[src/rtl/seq_pkg.sv]
// Shared types and constants for the instruction sequencer: states, opcodes,
// one-hot control words and fault codes.
package seq_pkg;

  typedef enum logic [2:0] {
    S_IDLE   = 3'd0,
    S_FETCH  = 3'd1,
    S_DECODE = 3'd2,
    S_EXEC   = 3'd3,
    S_MEM    = 3'd4,
    S_WB     = 3'd5,
    S_HALT   = 3'd6,
    S_FAULT  = 3'd7
  } state_e;

  localparam logic [3:0] OP_ALU   = 4'h0;
  localparam logic [3:0] OP_LOAD  = 4'h1;
  localparam logic [3:0] OP_STORE = 4'h2;
  localparam logic [3:0] OP_HALT  = 4'hF;

  localparam logic [7:0] CTRL_NONE  = 8'h00;
  localparam logic [7:0] CTRL_ALU   = 8'h01;
  localparam logic [7:0] CTRL_LOAD  = 8'h02;
  localparam logic [7:0] CTRL_STORE = 8'h04;

  localparam logic [1:0] FC_NONE    = 2'd0;
  localparam logic [1:0] FC_ILLEGAL = 2'd1;
  localparam logic [1:0] FC_IMEM_TO = 2'd2;
  localparam logic [1:0] FC_DMEM_TO = 2'd3;

  // HALT and illegal opcodes both carry an empty control word.
  function automatic logic [7:0] op_to_ctrl(input logic [3:0] op);
    case (op)
      OP_ALU:   op_to_ctrl = CTRL_ALU;
      OP_LOAD:  op_to_ctrl = CTRL_LOAD;
      OP_STORE: op_to_ctrl = CTRL_STORE;
      default:  op_to_ctrl = CTRL_NONE;
    endcase
  endfunction

endpackage

[src/rtl/seq_timeout_cnt.sv]
// Memory-wait watchdog: counts cycles while enabled, clear has priority.
// o_hit flags the last permitted wait cycle (count == LIMIT-1).
module seq_timeout_cnt #(
  parameter int LIMIT = 15
) (
  input  logic clk,
  input  logic rst,
  input  logic i_clr,
  input  logic i_en,
  output logic o_hit
);

  localparam int CNT_W = $clog2(LIMIT + 1);

  logic [CNT_W-1:0] r_cnt;

  always_ff @(posedge clk or posedge rst) begin
    if (rst) begin
      r_cnt <= '0;
    end else if (i_clr) begin
      r_cnt <= '0;
    end else if (i_en) begin
      r_cnt <= r_cnt + CNT_W'(1);
    end
  end

  assign o_hit = (r_cnt == CNT_W'(LIMIT - 1));

endmodule

[src/rtl/instr_sequencer.sv]
// Fetch/decode/execute/mem/writeback sequencer with req/ack memory handshakes.
// Optional retired-instruction counter enabled by defining SEQ_PERF_COUNT_EN.
module instr_sequencer #(
  parameter int PC_W        = 8,
  parameter int INSTR_W     = 16,
  parameter int MEM_TIMEOUT = 15
) (
  input  logic               clk,
  input  logic               rst,
  output logic               imem_req,
  output logic [PC_W-1:0]    imem_addr,
  input  logic               imem_ack,
  input  logic [INSTR_W-1:0] imem_rdata,
  output logic               dmem_req,
  output logic               dmem_we,
  output logic [PC_W-1:0]    dmem_addr,
  input  logic               dmem_ack,
  output logic [INSTR_W-1:0] ir,
  output logic [7:0]         ctrl,
  output logic               alu_en,
  output logic               rf_we,
  output logic [PC_W-1:0]    pc,
  output logic               halted,
  output logic               fault,
  output logic [1:0]         fault_code
`ifdef SEQ_PERF_COUNT_EN
  ,
  output logic [31:0]        retired_cnt
`endif
);

  import seq_pkg::*;

  state_e             r_state, w_next;
  logic [PC_W-1:0]    r_pc;
  logic [INSTR_W-1:0] r_ir;
  logic [7:0]         r_ctrl;
  logic [1:0]         r_fault_code;
  logic [3:0]         w_opcode;
  logic               w_is_store, w_to_hit, w_to_en, w_to_clr;

  assign w_opcode   = r_ir[INSTR_W-1 -: 4];
  assign w_is_store = (r_ctrl == CTRL_STORE);

  always_comb begin
    w_next = r_state;
    case (r_state)
      S_IDLE:   w_next = S_FETCH;
      S_FETCH: begin
        if (imem_ack)      w_next = S_DECODE;
        else if (w_to_hit) w_next = S_FAULT;
      end
      S_DECODE: begin
        case (w_opcode)
          OP_ALU:            w_next = S_EXEC;
          OP_LOAD, OP_STORE: w_next = S_MEM;
          OP_HALT:           w_next = S_HALT;
          default:           w_next = S_FAULT;
        endcase
      end
      S_EXEC:   w_next = S_WB;
      S_MEM: begin
        if (dmem_ack)      w_next = w_is_store ? S_FETCH : S_WB;
        else if (w_to_hit) w_next = S_FAULT;
      end
      S_WB:     w_next = S_FETCH;
      default:  w_next = r_state;
    endcase
  end

  // Any state change clears the watchdog, so it starts at zero on FETCH/MEM entry.
  assign w_to_en  = (r_state == S_FETCH) || (r_state == S_MEM);
  assign w_to_clr = (w_next != r_state);

  seq_timeout_cnt #(.LIMIT(MEM_TIMEOUT)) u_timeout (
    .clk   (clk),
    .rst   (rst),
    .i_clr (w_to_clr),
    .i_en  (w_to_en),
    .o_hit (w_to_hit)
  );

  always_ff @(posedge clk or posedge rst) begin
    if (rst) begin
      r_state      <= S_IDLE;
      r_pc         <= '0;
      r_ir         <= '0;
      r_ctrl       <= CTRL_NONE;
      r_fault_code <= FC_NONE;
    end else begin
      r_state <= w_next;
      if (r_state == S_FETCH && imem_ack) begin
        r_ir <= imem_rdata;
        r_pc <= r_pc + PC_W'(1);
      end
      if (r_state == S_DECODE)    r_ctrl <= op_to_ctrl(w_opcode);
      else if (w_next == S_FETCH) r_ctrl <= CTRL_NONE;
      if (w_next == S_FAULT && r_state != S_FAULT) begin
        case (r_state)
          S_FETCH: r_fault_code <= FC_IMEM_TO;
          S_MEM:   r_fault_code <= FC_DMEM_TO;
          default: r_fault_code <= FC_ILLEGAL;
        endcase
      end
    end
  end

  assign imem_req   = (r_state == S_FETCH);
  assign imem_addr  = r_pc;
  assign dmem_req   = (r_state == S_MEM);
  assign dmem_we    = (r_state == S_MEM) && w_is_store;
  assign dmem_addr  = r_ir[PC_W-1:0];
  assign ir         = r_ir;
  assign ctrl       = r_ctrl;
  assign alu_en     = (r_state == S_EXEC);
  assign rf_we      = (r_state == S_WB);
  assign pc         = r_pc;
  assign halted     = (r_state == S_HALT);
  assign fault      = (r_state == S_FAULT);
  assign fault_code = r_fault_code;

`ifdef SEQ_PERF_COUNT_EN
  logic [31:0] r_retired_cnt;

  always_ff @(posedge clk or posedge rst) begin
    if (rst) begin
      r_retired_cnt <= '0;
    end else if ((r_state == S_WB) || (r_state == S_MEM && dmem_ack && w_is_store)) begin
      r_retired_cnt <= r_retired_cnt + 32'd1;
    end
  end

  assign retired_cnt = r_retired_cnt;
`endif

endmodule

[config.mk]
export PLATFORM = sky130hd
export DESIGN_NAME = instr_sequencer
export DESIGN_NICKNAME = d
export VERILOG_FILES = /design/src/rtl/seq_pkg.sv /design/src/rtl/seq_timeout_cnt.sv /design/src/rtl/instr_sequencer.sv
export SDC_FILE = /design/constraint.sdc
export NUM_CORES = 1
export LEC_CHECK = 0
export CORE_ASPECT_RATIO = 1.4
export CORE_UTILIZATION = 47
export CTS_CLUSTER_SIZE = 12
export DETAILED_ROUTE_END_ITERATION = 7
export PLACE_DENSITY = 0.94
export SYNTH_ARGS = -nofsm -noshare
export SYNTH_HDL_FRONTEND = slang
export SYNTH_SLANG_ARGS = --single-unit
[constraint.sdc]
create_clock -name clk -period 3.3 [get_ports clk]
set_clock_uncertainty 0.1 [all_clocks]
set_input_delay 0.33 -clock clk [delete_from_list [all_inputs] [get_ports clk]]
set_output_delay 0.33 -clock clk [all_outputs]
set_load 0.02 [all_outputs]
==> Yosys cells after proc, flatten, opt, wreduce, memory -nomap -nowiden <==
Index checks and enable logic that the tools add are counted.
{ "op_classes": {"n_addsub": 2, "eq_ne": 16, "muxes": 12, "n_reduce_logical": 10} }
{ "ops": {"columns": ["op", "n"], "rows": [
  ["one-hot mux 3 bit (3 select lines)", 2],
  ["two-way mux 8 bit", 2],
  ["== test 3 bit (second input constant)", 5],
  ["one-hot mux 3 bit (5 select lines)", 1],
  ["two-way mux 3 bit", 4],
  ["adder 8 x 1 -> 8 bit (second input constant)", 1],
  ["== test 4 bit (second input constant)", 2],
  ["== test 8 x 3 -> 1 bit (second input constant)", 1],
  ["two-way mux 4 bit", 2],
  ["== test 3 x 1 -> 1 bit (second input constant)", 2],
  ["== test 3 x 2 -> 1 bit (second input constant)", 2],
  ["adder 4 x 1 -> 4 bit (second input constant)", 1],
  ["== test 4 x 1 -> 1 bit (second input constant)", 1],
  ["== test 4 x 2 -> 1 bit (second input constant)", 1],
  ["zero test 4 bit", 1],
  ["one-hot mux 2 bit (2 select lines)", 1],
  ["nonzero test 2 bit", 2],
  ["OR reduction 2 bit", 2],
  ["logical AND 1 bit", 3],
  ["zero test 3 bit", 1],
  ["!= test 3 bit", 1],
  ["!= test 3 bit (second input constant)", 1],
  ["logical OR 1 bit", 1]
]} }
{ "totals": {"regBits": 41, "inputBits": 20, "output_inout_bits": 57} }

==> Depth between registers and ports, before layout <==
{ "depth": {"word_depth": 7, "ltp_mapped": 7} }

==> Cells and area by module <==
From an unflattened synthesis, not the netlist that was laid out.
{ "unflattened": {"cells_unflattened": 175, "hier_area_um2": 1958.1} }
{ "by_module_without_submodules": {"columns": ["mod", "instances", "cells_each", "area_each_um2", "seq_area_each_um2"], "rows": [
  ["instr_sequencer", 1, 155, 1741.7, 800.8],
  ["seq_timeout_cnt", 1, 20, 216.5, 100.1]
]} }

==> Least setup slack after synthesis <==
OpenSTA, ideal clock, no wires.
{ "synth_timing": {"path_type": "register -> register", "start": "register u_timeout.r_cnt[0]", "end": "register r_fault_code[1] (netlist: fault_code[1])", "setup_ps": 128, "arrival_time_ps": 1820, "required_time_ps": 3072, "path_slack_ps": 1252, "stages_incl_launch_ff": 8, "n_path_buf": 0, "period_less_slack_ps": 2048, "path_cell_list": "dfrtp_1 > inv_1 > ha_1 > nand3_1 > nor4b_1 > nor4_2 > a2111oi_4 > mux2_1"} }
{ "synth_between": {"elab_chain_len": 6} }
{ "synth_lines": {"columns": ["element", "line", "rtl"], "rows": [
  ["from (decl)", "seq_timeout_cnt.sv:15", "logic [CNT_W-1:0] r_cnt;"],
  ["from (signal assigned)", "seq_timeout_cnt.sv:23", "r_cnt <= r_cnt + CNT_W'(1);"],
  ["== test 4 bit (*)", "seq_timeout_cnt.sv:27", "assign o_hit = (r_cnt == CNT_W'(LIMIT - 1));"],
  ["two-way mux 3 bit (*)", "instr_sequencer.sv:51, instr_sequencer.sv:64", null],
  ["two-way mux 3 bit, on equally long branches", "instr_sequencer.sv:63, instr_sequencer.sv:50", null],
  ["one-hot mux 3 bit (5 select lines) (*)", "instr_sequencer.sv:47", "case (r_state)"],
  ["== test 3 bit (*)", "instr_sequencer.sv:98", "if (w_next == S_FAULT && r_state != S_FAULT) begin"],
  ["logical AND 1 bit (*)", "instr_sequencer.sv:98", null],
  ["to (signal assigned)", "instr_sequencer.sv:100", "S_FETCH: r_fault_code <= FC_IMEM_TO;"],
  ["to (signal assigned)", "instr_sequencer.sv:101", "S_MEM: r_fault_code <= FC_DMEM_TO;"],
  ["to (signal assigned)", "instr_sequencer.sv:102", "default: r_fault_code <= FC_ILLEGAL;"],
  ["to (decl)", "instr_sequencer.sv:38", "logic [1:0] r_fault_code;"]
]} }
Mark *: on every way between the ends. The rest lies on a longest branch, timed or not.
A chain may end at the register's enable or synchronous reset.

==> Worst setup path after layout <==
{ "layout_timing": {"start": "register r_state[2]", "end": "output halted"} }
{ "layout_between": {"elab_chain_len": 1} }
{ "layout_lines": {"columns": ["element", "line", "rtl"], "rows": [
  ["from (decl)", "instr_sequencer.sv:34", "state_e r_state, w_next;"],
  ["from (signal assigned)", "instr_sequencer.sv:91", "r_state <= w_next;"],
  ["== test 3 bit", "instr_sequencer.sv:118", "assign halted = (r_state == S_HALT);"],
  ["to (decl)", "instr_sequencer.sv:23", "output logic halted,"]
]} }
Every way passes these cells.

==> results.toml <==
[sta]
setup_slack_ns = 0.7083
slew_headroom = 0.5973
period_needed_ns = 2.592
rsz0062_at_grt = "no"
period_share = 0.7854
drv_slew = 0
worst_pin_slew_ns = 0.6040
setup_violations = 0
finalHoldViolations = 0
fin_tns_setup_ns = 0
max_freq_ghz = 0.3858

[setup_path]
r2r_cells = 5
crit_fanout = 19
endpoint_kind = "output port"
start_kind = "register"
rr_startpoint = "r_state[2]"
r2r-end = "fault_code[1]"
rrSetupSlack_ns = 0.96
crit_arrival_ns = 2.16
cp.required_ns = 2.87
critPathKind = "reg -> out"

[clocking]
clk_pin_slew_ns = 0.07
cts.sinks = 36
ctsResizeCount = 0
cts_root_buf = "clkbuf_8"
h-tree-depth = 2
cts_hold_buf = 0
cts_setup_buffers = 0
numCtsBuffers = 5
clk_path_buf_depth = 2
cts_tree = "built"
clk_latency_ns = 0.28

[final_layout]
design_area_sq_mm = 0.002597
multi_input_area_sq_um = 804.5
final_nets = 251
layout_commonest_cell = "clkdlybuf4s50_1"
diodes = 0
n_fill_cell = 296
area_growth_pct = 35.24
drive_gt1_frac = 0.1310
regArea_sq_um = 900.9
final_cell_mix = "71 x clkdlybuf4s50_1, 36 x dfrtp_1, 16 x nor2_1, 16 x mux2_2, 11 x nand2_1"

[run]
maxCapViolCount = 0

[die]
core_sq_mm = 0.003919
die_width_um = 56.03
io_pins = 77
rows = 27
initial_core_util = 0.4901
die_area_sq_mm = 0.004350
die_height_um = 77.64

[routing]
dr_total_vias = 1442
drtIter0Drc = 21
drc_errors = 0
ant_nets = 0
wl_per_cell_um = 14.39
dr.pass1.iters = 4
via_per_inst = 5.301
detail_route.wirelength_um = 3915

[power_and_ir_drop]
power.share.combinational = 0.048
power.share.sequential = 0.555
p_leak_uw = 0.001177
ir_drop_mv = 0.3277
internal-power_uw = 632.4
power_density_mw_per_mm2 = 306.2
swShare = 0.2049
p_sw_uw = 163.0
clockPowerShare = 0.397

[placed_design]
port_buffers = 71
gp_congestion = 0.8568
place_ws_ns = 0.8756
post_dp_cell_area_sq_mm = 0.002507
dpl.hpwl_um = 2874

[global_routing]
grt_usage = 0.1898
grt_pass1_vias = 1380
grt_overflow = 0
grt_pass1_wl_um = 6341
grt_max_degree = 37
grt_antenna_before_repair = 0

[synth]
ys_seq_elements = 36
yosysTopAreaCellShare = 0.4691
syn_inst = 173
muxShareOfSynthArea = 0.09967
synth_top_family_by_area = "simple AND/OR/NAND/NOR gates"
synth_edf_count = 0
synth.area.top_cells = "dfrtp_1 47%, mux2_2 9.4%, buf_4 8.2%"
synth_xor_xnor_area_share = 0.05472
synth_compound_area_frac = 0.09186
synth_area_leader_cell = "dfrtp_1"
synth_simple_gate_area_frac = 0.1355
synth_ff_type = "dfrtp_1"
ys_types = 40
synth_fa_ha_area_frac = 0.01954
syn_area_sq_mm = 0.001921
avgSynthCellArea_sq_um = 11.10
yosys_warnings = 0
synthArstFlopShare = 1.000
seq_area_frac_synth = 0.4691

[hold_path]
hp-class = "in -> async"

[status]
status = "finished clean"
-- logic make-up (layout without fill, tap and decap cells) --
group,count (synthesis),after routing
XOR/XNOR,12,12
other,1,5
AO/OA/AOI/OAI,20,20
multiplexers,17,17
adder cells (fa/ha/maj),3,3
AND/OR/NAND/NOR,49,49
buffers and inverters,35,87
flip-flops,36,36
-- metal layers --
layer,track usage,vias to the layer above,share of wire
met3,0.04167,11,0.065
met2,0.3143,61,0.50
li1,-,679,-
met5,0,-,0
met1,0.2203,691,0.40
met4,0.1195,0,0.030
-- critical path, stage by stage (launching register included) --
cell,delay [ns]
dfrtp_1,0.73
and2_1,0.32
nor2b_1,0.20
clkdlybuf4s50_1,0.63
-- layout make-up --
cell class                 instances  area share
sequential                        36      0.3468
multi-input combinational        106      0.3097
timing repair buffer              73      0.2794
clock buffer                       8     0.03468
tap                               43     0.02071
inverter                           6    0.008671
-- power by group through the flow --
stage	Clock (uW)	Sequential, uW	Combinational [uW]
2_1_floorplan	0	449	16.5
3_3_place_gp	0	449	37.8
3_5_place_dp	0	449	38.7
4_1_cts	324	441	38.9
5_1_grt	344	441	42.3
6_report	316	441	38.1
-- through the flow --
step | total power, uW | hold slack, ns | utilization | cells
after floorplan | 466.0 | 0.3468 | - | 177
after global placement | 487.3 | 0.3892 | 0.6398 | 264
after detailed placement | 488.2 | 0.3953 | 0.6398 | 264
after CTS | 803.7 | 0.3593 | 0.6628 | 272
after global routing | 826.5 | 0.4185 | 0.6628 | 272
final | 795.3 | 0.3411 | 0.6628 | 272
-- cells in the mapped netlist (2+ instances only) --
cell and count:
o21ai_0 4, a22o_1 2, dfrtp_1 36, xor2_1 6, buf_2 4, and2_1 2, and3_1 2, nor4b_1 2
buf_4 21, mux2_2 16, nand3_1 2, nand4_1 4, nand2_1 11, a21oi_1 3, buf_6 4, nor2_1 16
ha_1 3, inv_1 6, xnor2_1 6, o211ai_1 2, nor3_1 2
-- registers in the layout, indices dropped and copies added (netlist names) --
register,count
r_state,3
fault_code,2
imem_addr,8
ctrl,3
ir,16
u_timeout.r_cnt,4
-- worst max-delay path by stage --
stage,start,end
2_1_floorplan,u_timeout.r_cnt[0],fault_code[1]
3_3_place_gp,imem_ack,imem_addr[7]
3_5_place_dp,imem_ack,imem_addr[7]
4_1_cts,r_state[2],halted
5_1_grt,r_state[2],halted
6_report,r_state[2],halted
(Power assumes the default switching activity.)
